### config.mk
export PLATFORM = sky130hd
export DESIGN_NAME = timer_ctrl
export DESIGN_NICKNAME = d
export VERILOG_FILES = /design/src/rtl/timer_ctrl.sv
export SDC_FILE = /design/constraint.sdc
export NUM_CORES = 1
export LEC_CHECK = 0
export CORE_ASPECT_RATIO = 1.4
export CORE_UTILIZATION = 43
export DETAILED_ROUTE_END_ITERATION = 10
export GPL_ROUTABILITY_DRIVEN = 0
export MAX_ROUTING_LAYER = met4
export PLACE_DENSITY = 0.77
export SKIP_LAST_GASP = 1
export SYNTH_ARGS = -nofsm -noshare
export SYNTH_HDL_FRONTEND = slang
export SYNTH_SLANG_ARGS = --single-unit
### constraint.sdc
create_clock -name clk -period 1.24 [get_ports clk]
set_input_delay 0.248 -clock clk [delete_from_list [all_inputs] [get_ports clk]]
set_output_delay 0.248 -clock clk [all_outputs]
set_load 0.005 [all_outputs]
### src/rtl/timer_ctrl.sv
// -----------------------------------------------------------------------------
// timer_ctrl
//   Memory-mapped controller that configures and sequences one timer_wrapper.
//   Software programs START / PRESCALE shadow registers and CTRL; the FSM
//   copies the shadows into the active outputs on ARM and RELOAD, holds the
//   timer enabled while in RUN, and turns a rising edge on timer_done_i into a
//   sticky PEND flag plus an optional interrupt. Periodic mode re-arms the
//   timer by dropping enable for the single RELOAD cycle.
//
// Register map (addr_i):
//   0 CTRL      bit0 EN, bit1 PERIODIC, bit2 IE
//   1 START     start value shadow  [TIMER_BITS-1:0]
//   2 PRESCALE  prescaler shadow    [SCALER_BITS-1:0]
//   3 STATUS    bit0 PEND (write 1 clears), bit1 RUNNING (read-only),
//               bits[15:8] expiry count (only with TIMER_CTRL_EXPCNT_EN;
//               write bit8=1 clears it)
//
// Ports:
//   clk, reset          system clock, synchronous active-high reset
//   addr_i, wdata_i     bus word select and write data
//   we_i, re_i          single-cycle write / read strobes
//   rdata_o             registered read data, valid the cycle after re_i
//   timer_start_o       active start value      -> timer_wrapper start_i
//   timer_prescaler_o   active prescaler value  -> timer_wrapper prescaler_i
//   timer_enable_o      1 only while in RUN     -> timer_wrapper enable_i
//   timer_done_i        timer_wrapper done level
//   irq_o               registered PEND & IE
//
// Optional feature macro: TIMER_CTRL_EXPCNT_EN (8-bit saturating expiry count).
// -----------------------------------------------------------------------------
module timer_ctrl #(
  parameter int TIMER_BITS  = 30,
  parameter int SCALER_BITS = 4
) (
  input  logic                   clk,
  input  logic                   reset,
  input  logic [1:0]             addr_i,
  input  logic [31:0]            wdata_i,
  input  logic                   we_i,
  input  logic                   re_i,
  output logic [31:0]            rdata_o,
  output logic [TIMER_BITS-1:0]  timer_start_o,
  output logic [SCALER_BITS-1:0] timer_prescaler_o,
  output logic                   timer_enable_o,
  input  logic                   timer_done_i,
  output logic                   irq_o
);

  typedef enum logic [1:0] {
    S_IDLE   = 2'd0,
    S_ARM    = 2'd1,
    S_RUN    = 2'd2,
    S_RELOAD = 2'd3
  } state_e;

  localparam logic [1:0] ADDR_CTRL     = 2'd0;
  localparam logic [1:0] ADDR_START    = 2'd1;
  localparam logic [1:0] ADDR_PRESCALE = 2'd2;
  localparam logic [1:0] ADDR_STATUS   = 2'd3;

  state_e                 state_q, state_d;
  logic                   en_q, en_d;
  logic                   periodic_q, periodic_d;
  logic                   ie_q, ie_d;
  logic [TIMER_BITS-1:0]  start_shadow_q, start_shadow_d;
  logic [SCALER_BITS-1:0] prescale_shadow_q, prescale_shadow_d;
  logic [TIMER_BITS-1:0]  start_active_q, start_active_d;
  logic [SCALER_BITS-1:0] prescale_active_q, prescale_active_d;
  logic                   pend_q, pend_d;
  logic                   irq_q, irq_d;
  logic                   done_q, done_d;
  logic                   enable_q, enable_d;
  logic [31:0]            rdata_q, rdata_d;
  logic [7:0]             exp_cnt_rd;

  logic wr_ctrl, wr_start, wr_prescale, wr_status, expire;
  logic unused_wdata;

  assign wr_ctrl     = we_i && (addr_i == ADDR_CTRL);
  assign wr_start    = we_i && (addr_i == ADDR_START);
  assign wr_prescale = we_i && (addr_i == ADDR_PRESCALE);
  assign wr_status   = we_i && (addr_i == ADDR_STATUS);

  // Expiry is a rising edge of done seen while the timer is actually running.
  assign expire = (state_q == S_RUN) && timer_done_i && !done_q;

  // Bits above the register fields are deliberately ignored.
  assign unused_wdata = ^wdata_i;

  always_comb begin
    // NOTE: every _d defaults to its held value first, so no branch below can
    // leave a signal unassigned and infer a latch.
    state_d           = state_q;
    en_d              = en_q;
    periodic_d        = periodic_q;
    ie_d              = ie_q;
    start_shadow_d    = start_shadow_q;
    prescale_shadow_d = prescale_shadow_q;
    start_active_d    = start_active_q;
    prescale_active_d = prescale_active_q;
    pend_d            = pend_q;
    done_d            = timer_done_i;
    rdata_d           = rdata_q;

    if (wr_start)    start_shadow_d    = wdata_i[TIMER_BITS-1:0];
    if (wr_prescale) prescale_shadow_d = wdata_i[SCALER_BITS-1:0];

    // EN=1 while already armed/running leaves EN at 1, so only PERIODIC and
    // IE effectively change; the FSM below ignores it outside IDLE.
    if (wr_ctrl) begin
      en_d       = wdata_i[0];
      periodic_d = wdata_i[1];
      ie_d       = wdata_i[2];
    end

    // Shadows become active here; done history is wiped so the level left
    // over from the previous run is not mistaken for a fresh expiry.
    if (state_q == S_ARM || state_q == S_RELOAD) begin
      start_active_d    = start_shadow_q;
      prescale_active_d = prescale_shadow_q;
      done_d            = 1'b0;
    end

    case (state_q)
      S_IDLE:   if (wr_ctrl && wdata_i[0]) state_d = S_ARM;
      S_ARM:    state_d = S_RUN;
      S_RUN: begin
        if (expire) begin
          if (periodic_q) begin
            state_d = S_RELOAD;
          end else begin
            state_d = S_IDLE;
            en_d    = 1'b0;
          end
        end
      end
      S_RELOAD: state_d = S_RUN;
      default:  state_d = S_IDLE;
    endcase

    // Software abort overrides whatever the expiry would have chosen.
    if (wr_ctrl && !wdata_i[0]) state_d = S_IDLE;

    // Set wins over write-1-to-clear in the same cycle.
    if (wr_status && wdata_i[0]) pend_d = 1'b0;
    if (expire)                  pend_d = 1'b1;

    irq_d    = pend_q & ie_q;
    enable_d = (state_d == S_RUN);

    if (re_i) begin
      case (addr_i)
        ADDR_CTRL:     rdata_d = {29'd0, ie_q, periodic_q, en_q};
        ADDR_START:    rdata_d = 32'(start_shadow_q);
        ADDR_PRESCALE: rdata_d = 32'(prescale_shadow_q);
        default:       rdata_d = {16'd0, exp_cnt_rd, 6'd0, (state_q == S_RUN), pend_q};
      endcase
    end
  end

  always_ff @(posedge clk) begin
    // NOTE: non-blocking assignments so every flop samples pre-edge values,
    // independent of statement order inside this block.
    if (reset) begin
      state_q           <= S_IDLE;
      en_q              <= 1'b0;
      periodic_q        <= 1'b0;
      ie_q              <= 1'b0;
      start_shadow_q    <= '0;
      prescale_shadow_q <= '0;
      start_active_q    <= '0;
      prescale_active_q <= '0;
      pend_q            <= 1'b0;
      irq_q             <= 1'b0;
      done_q            <= 1'b0;
      enable_q          <= 1'b0;
      rdata_q           <= '0;
    end else begin
      state_q           <= state_d;
      en_q              <= en_d;
      periodic_q        <= periodic_d;
      ie_q              <= ie_d;
      start_shadow_q    <= start_shadow_d;
      prescale_shadow_q <= prescale_shadow_d;
      start_active_q    <= start_active_d;
      prescale_active_q <= prescale_active_d;
      pend_q            <= pend_d;
      irq_q             <= irq_d;
      done_q            <= done_d;
      enable_q          <= enable_d;
      rdata_q           <= rdata_d;
    end
  end

`ifdef TIMER_CTRL_EXPCNT_EN
  logic [7:0] exp_cnt_q, exp_cnt_d;

  // A clear coinciding with an expiry leaves a count of 1, not 0.
  always_comb begin
    exp_cnt_d = exp_cnt_q;
    if (wr_status && wdata_i[8]) begin
      exp_cnt_d = expire ? 8'd1 : 8'd0;
    end else if (expire && exp_cnt_q != 8'hFF) begin
      exp_cnt_d = exp_cnt_q + 8'd1;
    end
  end

  always_ff @(posedge clk) begin
    if (reset) exp_cnt_q <= '0;
    else       exp_cnt_q <= exp_cnt_d;
  end

  assign exp_cnt_rd = exp_cnt_q;
`else
  assign exp_cnt_rd = 8'd0;
`endif

  assign rdata_o           = rdata_q;
  assign timer_start_o     = start_active_q;
  assign timer_prescaler_o = prescale_active_q;
  assign timer_enable_o    = enable_q;
  assign irq_o             = irq_q;

endmodule

==> flow_metrics.tcl <==
set metrics [dict create \
    grt_pass1_vias 3031 \
    drc 0 \
    crit_path_start "state_q[1]" \
    ant_nets 0 \
    fin_util_pct 62.2 \
    drt_wl_total_mm 10.2 \
    clock-root-buffer "clkbuf_16" \
    nets 577 \
    peakVddDrop_uv 940 \
    post-place-cells 624 \
    cts.sinks 107 \
    post-route-min-period_ns 1.20 \
    syn_area_per_cell_sq_um 9.24 \
    drt-initial-drc-count 171 \
    crit_path_max_fanout 3 \
    start_util_pct 43.9 \
    hp-class "in -> reg" \
    drv_cap 0 \
    ys_seq_elements 107 \
    hold_viol 0 \
    ff2ff_path_depth 3 \
    num_antenna_cells 0 \
    io_pins 107 \
    start_kind "flop" \
    fp.dieArea_sq_um 9560 \
    powerDensity_nw_per_um2 1210 \
    std_cell_rows 41 \
    status "complete, no violations" \
    grt_pass1_wl_mm 14.9 \
    report.final.slew_viol_count 0 \
    yosysWarningCount 0 \
    synth_cell_types 27 \
    worst_slack_ns 0.0408 \
    r2r_end "rdata_o[1]" \
    synth_cells 427 \
    cts_tree "built" \
    hold_buffers 0 \
    drt_first_pass_iters 4 \
    max_freq_ghz 0.834 \
    grt_usage_pct 20.5 \
    fin_crit_sh_pct 96.7 \
    min_from "reset" \
    cts_buffers 9 \
    coreArea_sq_um 8980 \
    grt-ovfl-total 0 \
    dp_hpwl_mm 6.36 \
    setup-violations-final 0 \
    fin_cells 649 \
    antenna_found_initial 0 \
    routedWlPerCell_microns 15.7 \
    clk_pin_slew_ns 0.07 \
    avgViaCountPerCell 5.11 \
    cp-end-kind "flop" \
    cp_data_required_time_ns 1.48 \
    p_leak_nw 2.40 \
    clkLatencyLatePin_ns 0.35 \
    port_buffers 102 \
    r2r_slack_ns 0.04 \
    die_w_microns 82.9 \
    cp.arrival_ns 1.44 \
    crit_type "reg -> reg" \
    grt_max_degree 45 \
    cts_max_path_buffers 2 \
    drive_above_1_share_pct 16.4 \
    synthToLayoutAreaGrowth_pct 41.6 \
    htreeDepth 3 \
    via_count 3316 \
    crit_end "rdata_o[1]" \
    rr_startpoint "state_q[1]" \
    clock_skew_ns 0.00664 \
    tns_ns 0 \
    die-height_microns 115 \
    ys_seq_area_share_pct 54.3 \
    syn_area_sq_um 3940 \
    place_ws_ns -0.564 \
]
-- flip-flops by register name, summed over array words and instances (netlist names) --
register           count
en_q                   1
timer_prescaler_o      4
periodic_q             1
rdata_o               30
ie_q                   1
done_q                 1
start_shadow_q        30
prescale_shadow_q      4
timer_start_o         30
state_q                2
irq_o                  1
timer_enable_o         1
pend_q                 1
-- worst min path at each step --
stage	to	slack, ns	cells after the start
6_report	rdata_o[0]	0.25	2
5_1_grt	rdata_o[0]	0.25	2
4_1_cts	rdata_o[0]	0.25	2
3_5_place_dp	start_shadow_q[13]	0.46	2
3_3_place_gp	start_shadow_q[10]	0.46	2
2_1_floorplan	start_shadow_q[0]	0.38	2
-- layer usage --
metal | GRT usage, % | vias to the layer above | part of all wire (%)
li1 | - | 1615 | -
met1 | 22.2 | 1593 | 41
met2 | 35.9 | 93 | 53
met3 | 2.94 | 15 | 4.2
met4 | 12.1 | 0 | 2.1
met5 | - | - | 0
-- worst max-delay path, cell delays in order (launching register included) --
cell,delay (ns)
dfxtp_1,0.32
nor2b_1,0.12
mux4_2,0.47
a31o_1,0.19
-- through the flow --
step | instance area (sq um) | total power [mW] | hold slack [ns]
2_1_floorplan | 3950 | 3.84 | 0.384
3_3_place_gp | 5110 | 4.07 | 0.456
3_5_place_dp | 5110 | 4.08 | 0.464
4_1_cts | 5340 | 6.72 | 0.250
5_1_grt | 5590 | 6.98 | 0.251
6_report | 5590 | 6.75 | 0.251
-- logic make-up (layout without fill, tap and decap cells) --
logic type,after synthesis,count (layout),share of synthesized area (%)
mux,45,45,12.1
buf+inv,34,148,4.57
other cells,1,2,0.0951
compound gates,63,63,8.47
simple gates,177,177,20.5
flops,107,107,54.3
-- Yosys cell counts --
cell	instances	share of area, %
nand2_1	62	5.9
mux2i_1	43	11
clkbuf_1	6	0.57
buf_6	2	0.57
nor3b_1	2	0.38
buf_1	6	0.57
a22oi_1	1	0.19
mux4_2	2	1.1
buf_2	12	1.5
nor2_1	71	6.8
dfxtp_1	107	54
and3_1	1	0.16
a211oi_1	2	0.38
nor2b_1	31	4.9
and4bb_1	1	0.32
and3b_1	2	0.44
nor3b_4	1	0.48
nand4_1	1	0.16
inv_1	2	0.19
nand3b_1	3	0.57
a21oi_1	57	7.2
nor3_2	1	0.25
conb_1	1	0.095
buf_4	6	1.1
or2_0	1	0.16
a311oi_1	2	0.44
a31o_1	1	0.22
-- report_power, final --
part	switching [mW]	total, mW	internal [mW]
clock	1.18	2.69	1.51
combinational	0.251	0.523	0.272
sequential	0.0467	3.54	3.50
total	1.47	6.75	5.28
-- cells in the final DEF, fill, tap and decap left out, types with 3 or more instances in the layout --
cell type	n
a21oi_1	40
dfxtp_1	86
a21oi_2	16
nand2_1	62
dfxtp_2	21
mux2i_1	43
clkdlybuf4s50_1	32
nor2_1	71
nand3b_1	3
dlygate4sd2_1	66
buf_6	6
buf_4	15
clkbuf_16	12
clkbuf_8	3
nor2b_1	31
buf_12	5
-- area by class of cell --
type	count	area, sq um
clock buffers	13	270
fillers	758	3390
flip-flops and latches	107	2170
repair buffers	131	1300
multi-input cells	287	1700
well taps	107	134
inverters	2	7.51
clock inverters	2	10.0
-- repair_timing --
action,CTS,global route
pin swaps,1,7
buffers inserted,0,5
endpoints found under the setup margin,136,57
gates resized for setup,90,37
cloned,0,5
Note: power is estimated with default switching activity, not from simulation.
